[src/rtl/stage_sequencer_if.sv]
// ---------------------------------------------------------------------------
// stage_sequencer_if
//   Bundles the sequencer <-> stage handshake: one enable pulse out to each
//   stage and one done pulse back from each stage. Exec also returns need_mem,
//   which is only meaningful in the cycle exec_done is high.
//
//   modport master : sequencer side (drives enables, observes dones)
//   modport slave  : stage side    (observes enables, drives dones)
// ---------------------------------------------------------------------------
interface stage_sequencer_if;
  logic fetch_en;
  logic decode_en;
  logic exec_en;
  logic mem_en;
  logic write_en;

  logic fetch_done;
  logic decode_done;
  logic exec_done;
  logic need_mem;
  logic mem_done;
  logic write_done;

  modport master (
    output fetch_en, decode_en, exec_en, mem_en, write_en,
    input  fetch_done, decode_done, exec_done, need_mem, mem_done, write_done
  );

  modport slave (
    input  fetch_en, decode_en, exec_en, mem_en, write_en,
    output fetch_done, decode_done, exec_done, need_mem, mem_done, write_done
  );
endinterface

[src/rtl/stage_sequencer.sv]
// ---------------------------------------------------------------------------
// stage_sequencer
//   Multi-cycle core controller. Walks the datapath through
//   FETCH -> DECODE -> EXEC -> [MEM] -> WRITE, issuing a one-cycle enable on
//   entry to each stage and advancing on that stage's done pulse. Supports
//   halting at an instruction boundary, resuming from halt, and a watchdog
//   that traps a stage that never answers into ERROR.
//
// Ports
//   clk          core clock, rising edge
//   rstn         asynchronous active-low reset
//   start        level; begins execution from IDLE or resumes from HALT
//   halt_req     level; stop at the next instruction boundary
//   stg          stage handshake bundle (master side)
//   busy         high in FETCH..WRITE
//   halted       high in HALT
//   err          high in ERROR
//   stage        current state encoding (IDLE=0 .. ERROR=7)
//   instr_count  retired-instruction counter, wraps modulo 2^CNT_W
//
// Parameters
//   TIMEOUT      cycles allowed for a done after an enable; 0 disables
//   CNT_W        width of instr_count
// ---------------------------------------------------------------------------
module stage_sequencer #(
  parameter int TIMEOUT = 1024,
  parameter int CNT_W   = 32
) (
  input  logic                 clk,
  input  logic                 rstn,
  input  logic                 start,
  input  logic                 halt_req,
  stage_sequencer_if.master    stg,
  output logic                 busy,
  output logic                 halted,
  output logic                 err,
  output logic [2:0]           stage,
  output logic [CNT_W-1:0]     instr_count
);

  typedef enum logic [2:0] {
    ST_IDLE   = 3'd0,
    ST_FETCH  = 3'd1,
    ST_DECODE = 3'd2,
    ST_EXEC   = 3'd3,
    ST_MEM    = 3'd4,
    ST_WRITE  = 3'd5,
    ST_HALT   = 3'd6,
    ST_ERROR  = 3'd7
  } state_t;

  localparam int NUM_STAGES = 5;

  // The wait counter only has to reach TIMEOUT; it saturates afterwards so a
  // disabled watchdog never wraps back into a small value.
  localparam int                WAIT_W     = (TIMEOUT > 1) ? $clog2(TIMEOUT + 1) : 1;
  localparam logic [WAIT_W-1:0] WAIT_LIMIT = WAIT_W'(TIMEOUT);
  localparam logic [WAIT_W-1:0] WAIT_MAX   = '1;

  state_t                  state_q, state_d;
  logic [NUM_STAGES-1:0]   en_q, en_d;
  logic [WAIT_W-1:0]       wait_q, wait_d;
  logic                    halt_pend_q, halt_pend_d;
  logic [CNT_W-1:0]        cnt_q, cnt_d;
  logic                    busy_q, busy_d;
  logic                    halted_q, halted_d;
  logic                    err_q, err_d;

  logic [NUM_STAGES-1:0]   done_vec;
  logic [NUM_STAGES-1:0]   sel_done;
  logic                    in_stage;
  logic                    active_done;
  logic                    wd_expired;
  logic                    entering;

  // Bit i of the stage vectors belongs to the state encoded as i+1.
  assign done_vec = {stg.write_done, stg.mem_done, stg.exec_done,
                     stg.decode_done, stg.fetch_done};

  // Only the done of the stage currently being waited on is visible.
  genvar gi;
  generate
    for (gi = 0; gi < NUM_STAGES; gi++) begin : g_done_sel
      assign sel_done[gi] = done_vec[gi] && (state_q == state_t'(3'(gi + 1)));
    end
  endgenerate

  assign in_stage = (state_q >= ST_FETCH) && (state_q <= ST_WRITE);

  // A done coincident with the stage's own enable cycle is ignored; the
  // enable is registered, so en_q being high marks exactly that cycle.
  assign active_done = (|sel_done) && !(|en_q);

  // wait_q equals k in cycle E+k, so the trap fires when E+TIMEOUT passes
  // without a done; a done in that same cycle still wins.
  assign wd_expired = (TIMEOUT > 0) && in_stage && (wait_q >= WAIT_LIMIT);

  always_comb begin
    state_d     = state_q;
    cnt_d       = cnt_q;
    halt_pend_d = halt_pend_q;
    wait_d      = wait_q;
    en_d        = '0;
    entering    = 1'b0;
    busy_d      = 1'b0;
    halted_d    = 1'b0;
    err_d       = 1'b0;

    case (state_q)
      ST_IDLE: begin
        if (start) state_d = ST_FETCH;
      end
      ST_FETCH: begin
        if (active_done)     state_d = ST_DECODE;
        else if (wd_expired) state_d = ST_ERROR;
      end
      ST_DECODE: begin
        if (active_done)     state_d = ST_EXEC;
        else if (wd_expired) state_d = ST_ERROR;
      end
      ST_EXEC: begin
        // need_mem is only qualified by the accepted exec_done.
        if (active_done)     state_d = stg.need_mem ? ST_MEM : ST_WRITE;
        else if (wd_expired) state_d = ST_ERROR;
      end
      ST_MEM: begin
        if (active_done)     state_d = ST_WRITE;
        else if (wd_expired) state_d = ST_ERROR;
      end
      ST_WRITE: begin
        if (active_done) begin
          cnt_d   = cnt_q + CNT_W'(1);
          // A request arriving in the retire cycle itself still halts here.
          state_d = (halt_pend_q || halt_req) ? ST_HALT : ST_FETCH;
        end else if (wd_expired) begin
          state_d = ST_ERROR;
        end
      end
      ST_HALT: begin
        // Resume only once the halt request has been dropped.
        if (start && !halt_req) state_d = ST_FETCH;
      end
      ST_ERROR: begin
        state_d = ST_ERROR;
      end
      default: begin
        state_d = ST_ERROR;
      end
    endcase

    // A halt request is remembered while an instruction is in flight and
    // consumed when HALT is entered.
    if (in_stage && halt_req) halt_pend_d = 1'b1;
    if ((state_d == ST_HALT) && (state_q != ST_HALT)) halt_pend_d = 1'b0;

    entering = (state_d != state_q);

    if (entering) begin
      wait_d = '0;
    end else if (in_stage && (wait_q != WAIT_MAX)) begin
      wait_d = wait_q + WAIT_W'(1);
    end

    // No stage state ever transitions to itself, so every entry is a fresh
    // enable pulse lasting one cycle.
    for (int i = 0; i < NUM_STAGES; i++) begin
      en_d[i] = entering && (state_d == state_t'(3'(i + 1)));
    end

    busy_d   = (state_d >= ST_FETCH) && (state_d <= ST_WRITE);
    halted_d = (state_d == ST_HALT);
    err_d    = (state_d == ST_ERROR);
  end

  always_ff @(posedge clk or negedge rstn) begin
    if (!rstn) begin
      state_q     <= ST_IDLE;
      en_q        <= '0;
      wait_q      <= '0;
      halt_pend_q <= 1'b0;
      cnt_q       <= '0;
      busy_q      <= 1'b0;
      halted_q    <= 1'b0;
      err_q       <= 1'b0;
    end else begin
      state_q     <= state_d;
      en_q        <= en_d;
      wait_q      <= wait_d;
      halt_pend_q <= halt_pend_d;
      cnt_q       <= cnt_d;
      busy_q      <= busy_d;
      halted_q    <= halted_d;
      err_q       <= err_d;
    end
  end

  assign stg.fetch_en  = en_q[0];
  assign stg.decode_en = en_q[1];
  assign stg.exec_en   = en_q[2];
  assign stg.mem_en    = en_q[3];
  assign stg.write_en  = en_q[4];

  assign busy        = busy_q;
  assign halted      = halted_q;
  assign err         = err_q;
  assign stage       = state_q;
  assign instr_count = cnt_q;

endmodule

[src/flat_wrapper.sv]
// flat-port wrapper written by rule: the top's interface ports become plain ports
module stage_sequencer_flat 
#(
  parameter int TIMEOUT = 1024,
  parameter int CNT_W   = 32
)
  (clk, rstn, start, halt_req, busy, halted, err, stage, instr_count, stg_fetch_en, stg_decode_en, stg_exec_en, stg_mem_en, stg_write_en, stg_fetch_done, stg_decode_done, stg_exec_done, stg_need_mem, stg_mem_done, stg_write_done);
  stage_sequencer_if stg_i ();
  input  logic clk;
  input  logic rstn;
  input  logic start;
  input  logic halt_req;
  output logic busy;
  output logic halted;
  output logic err;
  output logic [2:0] stage;
  output logic [CNT_W-1:0] instr_count;
  output wire logic [$bits(stg_i.fetch_en)-1:0] stg_fetch_en;
  output wire logic [$bits(stg_i.decode_en)-1:0] stg_decode_en;
  output wire logic [$bits(stg_i.exec_en)-1:0] stg_exec_en;
  output wire logic [$bits(stg_i.mem_en)-1:0] stg_mem_en;
  output wire logic [$bits(stg_i.write_en)-1:0] stg_write_en;
  input wire logic [$bits(stg_i.fetch_done)-1:0] stg_fetch_done;
  input wire logic [$bits(stg_i.decode_done)-1:0] stg_decode_done;
  input wire logic [$bits(stg_i.exec_done)-1:0] stg_exec_done;
  input wire logic [$bits(stg_i.need_mem)-1:0] stg_need_mem;
  input wire logic [$bits(stg_i.mem_done)-1:0] stg_mem_done;
  input wire logic [$bits(stg_i.write_done)-1:0] stg_write_done;
  assign stg_fetch_en = stg_i.fetch_en;
  assign stg_decode_en = stg_i.decode_en;
  assign stg_exec_en = stg_i.exec_en;
  assign stg_mem_en = stg_i.mem_en;
  assign stg_write_en = stg_i.write_en;
  assign stg_i.fetch_done = stg_fetch_done;
  assign stg_i.decode_done = stg_decode_done;
  assign stg_i.exec_done = stg_exec_done;
  assign stg_i.need_mem = stg_need_mem;
  assign stg_i.mem_done = stg_mem_done;
  assign stg_i.write_done = stg_write_done;
  stage_sequencer #(.TIMEOUT(TIMEOUT), .CNT_W(CNT_W)) u_core (.clk(clk), .rstn(rstn), .start(start), .halt_req(halt_req), .stg(stg_i), .busy(busy), .halted(halted), .err(err), .stage(stage), .instr_count(instr_count));
endmodule
[config.mk]
export PLATFORM = sky130hd
export DESIGN_NAME = stage_sequencer_flat
export DESIGN_NICKNAME = d
export VERILOG_FILES = /design/src/rtl/stage_sequencer_if.sv /design/src/rtl/stage_sequencer.sv /design/src/flat_wrapper.sv
export SDC_FILE = /design/constraint.sdc
export NUM_CORES = 1
export LEC_CHECK = 0
export ABC_CLOCK_PERIOD_IN_PS = 5700
export BUFFER_PORTS_ARGS = -buffer_cell sky130_fd_sc_hd__buf_2
export CAP_MARGIN = 20
export CORE_MARGIN = 2
export CORE_UTILIZATION = 55
export CTS_BUF_LIST = sky130_fd_sc_hd__clkbuf_4 sky130_fd_sc_hd__clkbuf_8 sky130_fd_sc_hd__clkbuf_16
export DETAILED_ROUTE_END_ITERATION = 8
export PLACE_DENSITY_LB_ADDON = 0.05
export SLEW_MARGIN = 25
export SYNTH_ARGS = -nofsm -noshare
export SYNTH_HDL_FRONTEND = slang
export SYNTH_SLANG_ARGS = --single-unit
[constraint.sdc]
create_clock -name clk -period 5.7 [get_ports clk]
set_clock_uncertainty 0.2 [all_clocks]
set_input_delay 0.57 -clock clk [delete_from_list [all_inputs] [get_ports clk]]
set_output_delay 0.57 -clock clk [all_outputs]
set_load 0.05 [all_outputs]
==> impl_metrics.csv, run 1 <==
group,metric,value,unit
clocking,cts_hold_buf,0,
die,io_pins,53,
logic_synthesis,synth.distinct_cells,54,
cells_and_area,multi_input_area,1320,um^2
sta,fin_tns_setup,0,ps
logic_synthesis,yosys-top-cells-count,"dfrtp_1, nor2_1, xnor2_1, nand2_1, nand3_1",
logic_synthesis,synthesis.nets,287,
logic_synthesis,ys_ff_latch,55,
sta,tightestPinTransition,878,ps
routing,wl_per_cell,14.2,um
logic_synthesis,async_flop_share,100,%
cells_and_area,postLayoutCoreUtil,65.9,%
routing,first_pass_iters,4,
critical_path,path_class,"register to register",
status,status,"completed",
logic_synthesis,synth_most_common_cell,"dfrtp_1",
sta,slew_headroom,41.4,%
sta,setup_violations,0,
critical_path,crit_cells,7,
logic_synthesis,syn_area_per_cell,10.2,um^2
logic_synthesis,ys_seq_area_share,49.2,%
routing,post-route-drc-count,0,
logic_synthesis,synthCells,275,
critical_path,cp-start-kind,"register",
routing,vias,2187,
critical_path,critical_path.top_delay_family,"simple AND/OR/NAND/NOR gates",
critical_path,cp.arrival,3040,ps
cells_and_area,antenna_cells,0,
clocking,cts_resized,0,
cells_and_area,area_growth_syn_to_layout,13.6,%
place,gp_congestion,0.890,
clocking,post_cts_buffers,0,
sta,slew_viol_final,0,
cells_and_area,seq_area,1380,um^2
place,port_buffers,52,
clocking,max-clock-path-buffers,2,
critical_path,crit_buf_inv,0,
pwr,powerDensity,420,nW/um^2
critical_path,crit_chain,"nor4bb_1, a31oi_1, and2_4, nor4_4, and4_1, nand4_2, xnor2_2",
job,drv_cap,0,
sta,post-route-period-util,53.3,%
clocking,clock_latency,310,ps
logic_synthesis,yosys.area.top_type,"dfrtp_1",
routing,ant_nets,0,
clocking,cts_made_buffers,5,
clocking,clockRootBuffer,"clkbuf_8",
clocking,cts_tree,"done",
global_routing,grt_first_pass_wirelength,9030,um
logic_synthesis,yosys.area.top_type_share,49.2,%
sta,hold_viol,0,
die,num_rows,25,
pwr,max-vdd-ir-drop,0.381,mV
routing,wl,5560,um
clocking,cts.sinks,55,
logic_synthesis,synth-main-ff-cell,"dfrtp_1",
global_routing,grt_pass1_vias,1934,
critical_path,slowest_stage,"dfrtp_1",
critical_path,end_kind,"register",
global_routing,grt_max_degree,56,
logic_synthesis,yosys_warnings,0,
critical_path,cp.required,5700,ps
logic_synthesis,synthesis.area,2800,um^2
logic_synthesis,synth_edf_count,0,
critical_path,reg2regPathDepth,7,
pwr,power.leakage,1.55,nW
cells_and_area,drive_gt1_share,21.5,%
global_routing,grt_overflow,0,
sta,period_minus_slack,3040,ps
critical_path,critPathMaxStageDelay,800,ps
cells_and_area,n_fill_cell,419,
die,dieHeight,75.3,um
routing,vias_per_cell,5.58,
worst_hold_path,hp-class,"primary input to async pin",
cells_and_area,final_nets,336,
critical_path,r2r_slack,2660,ps
global_routing,antenna_found_initial,0,
place,hpwl,3900,um
sta,rsz0062_at_grt,"no",
clocking,h-tree-depth,2,
die,die_area,5670,um^2
routing,first_iter_violations,101,
critical_path,path_max_fanout,25,
logic_synthesis,synth.area.top_cells,"dfrtp_1, xnor2_1, nor2_1",
clocking,path_clk_slew,100,ps
global_routing,gr-usage-all-layers,20.9,%
die,die_w,75.3,um
die,initial_core_util,58.1,%
sta,max_freq,329,MHz
die,core_area,4820,um^2
## worst register-to-register path: cells and delay by family (launching register included)
kind | cells | cell delay [ps]
AOI/OAI and AO/OA | 1 | 150
xor gates and xnor gates | 1 | 150
DFF | 1 | 800
and+or+nand+nor | 5 | 1640
## cell type report
class | count | area share, %
repair buffers | 53 | 8.43
multi-input cells | 201 | 41.6
flip-flops and latches | 55 | 43.3
clock inverters | 3 | 0.866
inverters | 8 | 0.945
well taps | 67 | 2.64
clock buffers | 5 | 2.17
## placed cells by master, fill, tap and decap left out, drive strengths merged, types with 4 or more instances in the layout
master / n
nor2: 32
nand4: 13
nand3: 18
a21oi: 8
inv: 9
a31oi: 4
xnor2: 27
clkbuf: 5
buf: 53
nor3: 8
and3: 7
dfrtp: 55
nand2: 20
xor2: 13
## registers in the layout (all words and copies together) (netlist names)
name	count
u_core.halt_pend_q	1
u_core.wait_q	11
u_core.en_q	5
u_core.busy	1
u_core.err	1
u_core.instr_count	32
u_core.stage	3
u_core.halted	1
## where the power goes
group          internal (mW)  leakage (nW)  switching [mW]  total (mW)
registers              0.435         0.731          0.0800       0.515
logic                  0.191         0.774           0.402       0.593
clock network         0.0905        0.0463           0.134       0.225
total                  0.717          1.55           0.616        1.33
## worst paths after layout
path	start	to
setup / recovery	u_core.stage[0]	u_core.instr_count[31]
max in group asynchronous	rstn	u_core.en_q[1]
setup reg to reg	u_core.stage[0]	u_core.instr_count[31]
min in group clk	u_core.instr_count[18]	u_core.instr_count[18]
hold reg to reg	u_core.instr_count[18]	u_core.instr_count[18]
hold / removal	rstn	u_core.instr_count[7]
## logic make-up (layout without fill, tap and decap cells)
family,Yosys count,in the layout,synth area share [%]
compound gates,31,31,7.69
fa+ha+maj,3,3,1.25
xor+xnor,40,40,12.8
flops,55,55,49.2
simple gates,125,125,24.8
buf+inv,19,69,3.53
mux,2,2,0.760
## per-stage QoR
stage | hold WS (ps) | cell area, um^2 | power [mW] | worst slack, ps | cells
final | 165 | 3180 | 1.33 | 2660 | 392
after CTS | 192 | 3180 | 1.34 | 2660 | 392
after global routing | 227 | 3180 | 1.42 | 2350 | 392
after global placement | 270 | 3080 | 1.10 | 2770 | 384
after floorplan | 74.4 | 2800 | 0.998 | 2770 | 275
after detailed placement | 281 | 3080 | 1.11 | 2650 | 384
## routing by layer
metal  vias to the layer above  track usage [%]  share of wire (%)
met1                      1066             29.5                 46
li1                       1061                -                  -
met3                         2             4.76                5.2
met5                         -                0                  0
met4                         0             6.04               0.45
met2                        58             32.7                 48
Power figures use the tool's default switching activity.
==> run 2: changes to the inputs <==
Settings changed: ABC_CLOCK_PERIOD_IN_PS 5700 to 2700, CORE_UTILIZATION 55 to 50.
Clock period 5.7 ns to 2.7 ns, I/O delays scaled along.
==> impl_metrics.csv, run 2 (synthesized netlist as in run 1, its figures left out) <==
group,metric,value,unit
status,status,"completed",
sta,post-route-period-util,92.3,%
place,hpwl,4240,um
sta,rsz0062_at_grt,"no",
clocking,clock_latency,310,ps
cells_and_area,final_nets,351,
global_routing,grt_first_pass_wirelength,9930,um
die,core_area,5440,um^2
critical_path,end_kind,"register",
routing,wl_per_cell,13.9,um
critical_path,path_class,"register to register",
place,post_dp_cell_area,3190,um^2
clocking,cts.sinks,55,
critical_path,critPathMaxStageDelay,390,ps
job,drv_cap,0,
global_routing,grt_pass1_vias,2156,
cells_and_area,area_growth_syn_to_layout,19.2,%
pwr,max-vdd-ir-drop,0.759,mV
sta,max_freq,401,MHz
cells_and_area,antenna_cells,0,
place,gp_congestion,0.956,
routing,first_iter_violations,109,
place,port_buffers,52,
clocking,max-clock-path-buffers,2,
clocking,path_clk_slew,100,ps
clocking,h-tree-depth,2,
worst_hold_path,hp-class,"primary input to register",
critical_path,r2r_slack,210,ps
sta,setup_violations,0,
die,num_rows,27,
cells_and_area,drive_gt1_share,25.9,%
cells_and_area,mostFrequentLayoutCell,"dfrtp_1",
global_routing,grt_overflow,0,
global_routing,gr-usage-all-layers,20.1,%
critical_path,path_max_fanout,4,
die,dieHeight,78.8,um
critical_path,cp-start-kind,"register",
clocking,cts_tree,"done",
routing,vias,2209,
routing,ant_nets,0,
critical_path,cp.required,2720,ps
sta,fin_tns_setup,0,ps
clocking,post_cts_buffers,0,
sta,slew_viol_final,0,
sta,period_minus_slack,2490,ps
pwr,powerDensity,921,nW/um^2
critical_path,crit_chain,"nor4_2, nand3b_1, a211oi_1, o21a_1, o211a_1, or2_1, inv_1, nor3_1",
routing,wl,5740,um
critical_path,slowest_stage,"dfrtp_1",
cells_and_area,n_fill_cell,485,
die,initial_core_util,51.4,%
die,die_area,6210,um^2
routing,first_pass_iters,4,
sta,slew_headroom,67.5,%
cells_and_area,final_cell_mix,"dfrtp_1, buf_2, nor2_1",
die,die_w,78.8,um
global_routing,grt_max_degree,25,
sta,hold_viol,0,
routing,vias_per_cell,5.36,
sta,tightestPinTransition,484,ps
pwr,power.leakage,1.64,nW
critical_path,cp.arrival,2510,ps
clocking,cts_made_buffers,5,
cells_and_area,finalInstanceArea,3340,um^2
clocking,clockRootBuffer,"clkbuf_8",
global_routing,antenna_found_initial,0,
routing,post-route-drc-count,0,
die,io_pins,53,
cells_and_area,largest_reg_flops,32,
==> run 2: changes by cell type in the layout (fill, tap and decap cells not counted), sizes merged <==
cell | before | now
clkinv | 1 | 0
clkinvlp | 1 | 0
dlygate4sd3 | 0 | 1
clkbuf | 5 | 6
bufinv | 0 | 1
buf | 53 | 67
==> run 2: critical path, delay by kind of cell (launching register included) <==
kind | cells | cell delay [ps]
and+or+nand+nor | 4 | 1030
AOI/OAI and AO/OA | 3 | 710
DFF | 1 | 390
buffers and inverters | 1 | 90
==> run 2: through the flow <==
step	std cells	utilization [%]	setup WS [ps]	total power [mW]	hold slack (ps)
final	412	61.3	208	3.07	100
after CTS	412	61.1	108	3.06	89.1
after detailed placement	403	58.7	140	2.48	11.8
after floorplan	275	-	12.2	2.11	-226
after global routing	412	61.3	55.0	3.25	103
after global placement	403	58.7	171	2.49	8.28
==> run 2: area by class of cell <==
class	instances	area (um^2)	area share [%]
Timing Repair Buffer	68	383	11.5
Inverter	8	30.0	0.900
Tap cell	72	90.1	2.70
Clock buffer	6	82.6	2.48
Multi-Input combinational cell	201	1330	39.9
Sequential cell	55	1380	41.3
Clock inverter	2	38.8	1.16
==> run 2: report_power, final <==
part           switching [mW]  internal (mW)
Clock                   0.270          0.305
Combinational           0.949          0.518
Sequential              0.107          0.923
==> run 2: final timing paths <==
path,startpoint,endpoint,cells past startpoint
min in group asynchronous,rstn,u_core.instr_count[6],2
max,u_core.en_q[1],u_core.en_q[3],8
min reg2reg,u_core.instr_count[9],u_core.instr_count[9],1
max reg2reg,u_core.en_q[1],u_core.en_q[3],8
min,halt_req,u_core.halt_pend_q,3
max in group asynchronous,rstn,u_core.stage[2],3
==> run 2: layer usage <==
layer	wire length, um	vias up	GRT usage (%)
li1	-	1091	-
met1	2650	1036	26.8
met2	2600	70	32.1
met3	379	12	4.77
met4	112	0	7.54
met5	0	-	0
==> run 2: what timing repair did <==
item                                   4_1_cts  5_1_grt
gates resized for setup                      0        2
hold buffers                                 1        0
setup endpoints to repair                    0        6
endpoints found under the hold margin       15        0
==> run 3: changes to the inputs <==
Settings changed: PLACE_DENSITY from default to 0.85, PLACE_DENSITY_LB_ADDON 0.05 to default.
==> impl_metrics.csv, run 3 (synthesized netlist as in run 1, its figures left out) <==
group,metric,value,unit
sta,post-route-period-util,93.2,%
clocking,cts_made_buffers,5,
sta,slew_viol_final,0,
pwr,p_total,2.94,mW
cells_and_area,final_nets,348,
routing,vias_per_cell,5.58,
sta,period_minus_slack,2520,ps
clocking,post_cts_buffers,0,
global_routing,grt_first_pass_wirelength,10000,um
sta,rsz0062_at_grt,"no",
sta,tightestPinTransition,685,ps
place,port_buffers,52,
cells_and_area,antenna_cells,0,
sta,slew_headroom,54.4,%
critical_path,path_class,"register to register",
sta,holdWs,104,ps
worst_hold_path,min_from,"halt_req",
clocking,cts_tree,"done",
status,status,"completed",
critical_path,slowest_stage,"dfrtp_2",
place,hpwl,4370,um
sta,setup_violations,0,
clocking,clock_latency,310,ps
worst_hold_path,hp-class,"primary input to register",
cells_and_area,multi_input_area,1330,um^2
die,die_w,78.8,um
critical_path,path_max_fanout,8,
cells_and_area,fin_cells,409,
routing,vias,2282,
critical_path,r2r_slack,180,ps
critical_path,cpMostUsedCell,"a31oi_1",
routing,ant_nets,0,
critical_path,critPathLaunch,"u_core.stage[2]",
clocking,cts.sinks,55,
critical_path,end_kind,"register",
die,die_area,6210,um^2
die,dieHeight,78.8,um
critical_path,crit_buf_inv,1,
clocking,path_clk_slew,100,ps
global_routing,grt_max_degree,56,
global_routing,antenna_found_initial,0,
sta,max_freq,398,MHz
die,core_area,5440,um^2
critical_path,reg2reg_from,"u_core.stage[2]",
cells_and_area,mostFrequentLayoutCell,"dfrtp_1",
cells_and_area,drive_gt1_share,24.9,%
global_routing,grt_overflow,0,
pwr,power.leakage,1.61,nW
routing,wl,5980,um
routing,first_iter_violations,111,
job,drv_cap,0,
cells_and_area,area_growth_syn_to_layout,17.3,%
cells_and_area,final_cell_mix,"dfrtp_1, buf_2, nor2_1",
cells_and_area,largest_reg_flops,32,
die,initial_core_util,51.4,%
die,io_pins,53,
place,post_dp_cell_area,3170,um^2
place,gp_congestion,0.891,
cells_and_area,finalInstanceArea,3280,um^2
sta,hold_viol,0,
place,dp_cells,400,
sta,fin_tns_setup,0,ps
global_routing,gr-usage-all-layers,20.3,%
die,num_rows,27,
cells_and_area,postLayoutCoreUtil,60.3,%
global_routing,grt_pass1_vias,2102,
critical_path,critical_path.top_delay_family,"compound AO/OA/AOI/OAI gates",
cells_and_area,n_fill_cell,453,
critical_path,cp-start-kind,"register",
critical_path,critPathMaxStageDelay,470,ps
clocking,clockRootBuffer,"clkbuf_8",
pwr,max-vdd-ir-drop,0.636,mV
routing,wl_per_cell,14.6,um
critical_path,cp.required,2740,ps
sta,fin_ws,185,ps
clocking,max-clock-path-buffers,2,
critical_path,crit_chain,"nor4bb_1, a31oi_1, a21o_1, maj3_1, a21oi_1, inv_1, and2_1, a31oi_1",
pwr,powerDensity,897,nW/um^2
place,place_ws,207,ps
routing,first_pass_iters,5,
clocking,h-tree-depth,2,
cells_and_area,seq_area,1380,um^2
critical_path,cp.arrival,2560,ps
routing,post-route-drc-count,0,
[run 3: layout make-up]
| cell class | instances | share of cell area, % |
|---|---|---|
| clock inverters | 3 | 0.725 |
| clock buffers | 5 | 2.10 |
| multi-input cells | 201 | 40.5 |
| well taps | 72 | 2.75 |
| inverters | 8 | 0.915 |
| flip-flops and latches | 55 | 42.0 |
| repair buffers | 65 | 11.0 |
[run 3: layer usage]
layer / track usage (%) / wire length [um] / vias to the layer above / share of wire [%]
li1: - / - / 1085 / -
met1: 26.7 / 2660 / 1129 / 45
met2: 34.3 / 2990 / 61 / 50
met3: 4.66 / 267 / 7 / 4.5
met4: 4.74 / 61 / 0 / 1.0
met5: 0 / 0 / - / 0
[run 3: worst paths after layout]
path,endpoint,depth (start not counted)
setup / recovery,u_core.halt_pend_q,8
hold / removal,u_core.halt_pend_q,3
setup reg to reg,u_core.halt_pend_q,8
hold reg to reg,u_core.instr_count[12],1
max in group asynchronous,u_core.stage[2],3
min in group asynchronous,u_core.stage[1],3
[run 3: power breakdown]
| group | internal (mW) | switching [mW] |
|---|---|---|
| registers | 0.923 | 0.0972 |
| logic | 0.500 | 0.944 |
| clock network | 0.188 | 0.291 |
[run 3: worst register-to-register path, delay by kind of cell, from the launching register on]
kind / cells / cell delay, ps
AND/OR/NAND/NOR: 2 / 490
flip-flops: 1 / 470
AO/OA/AOI/OAI: 4 / 800
adder cells (fa/ha/maj): 1 / 360
buffers and inverters: 1 / 120
[run 3: what timing repair did]
item	CTS	global route
endpoints found under the hold margin	55	0
hold buffers	1	0
endpoints found under the setup margin	0	16
gates resized for setup	0	1
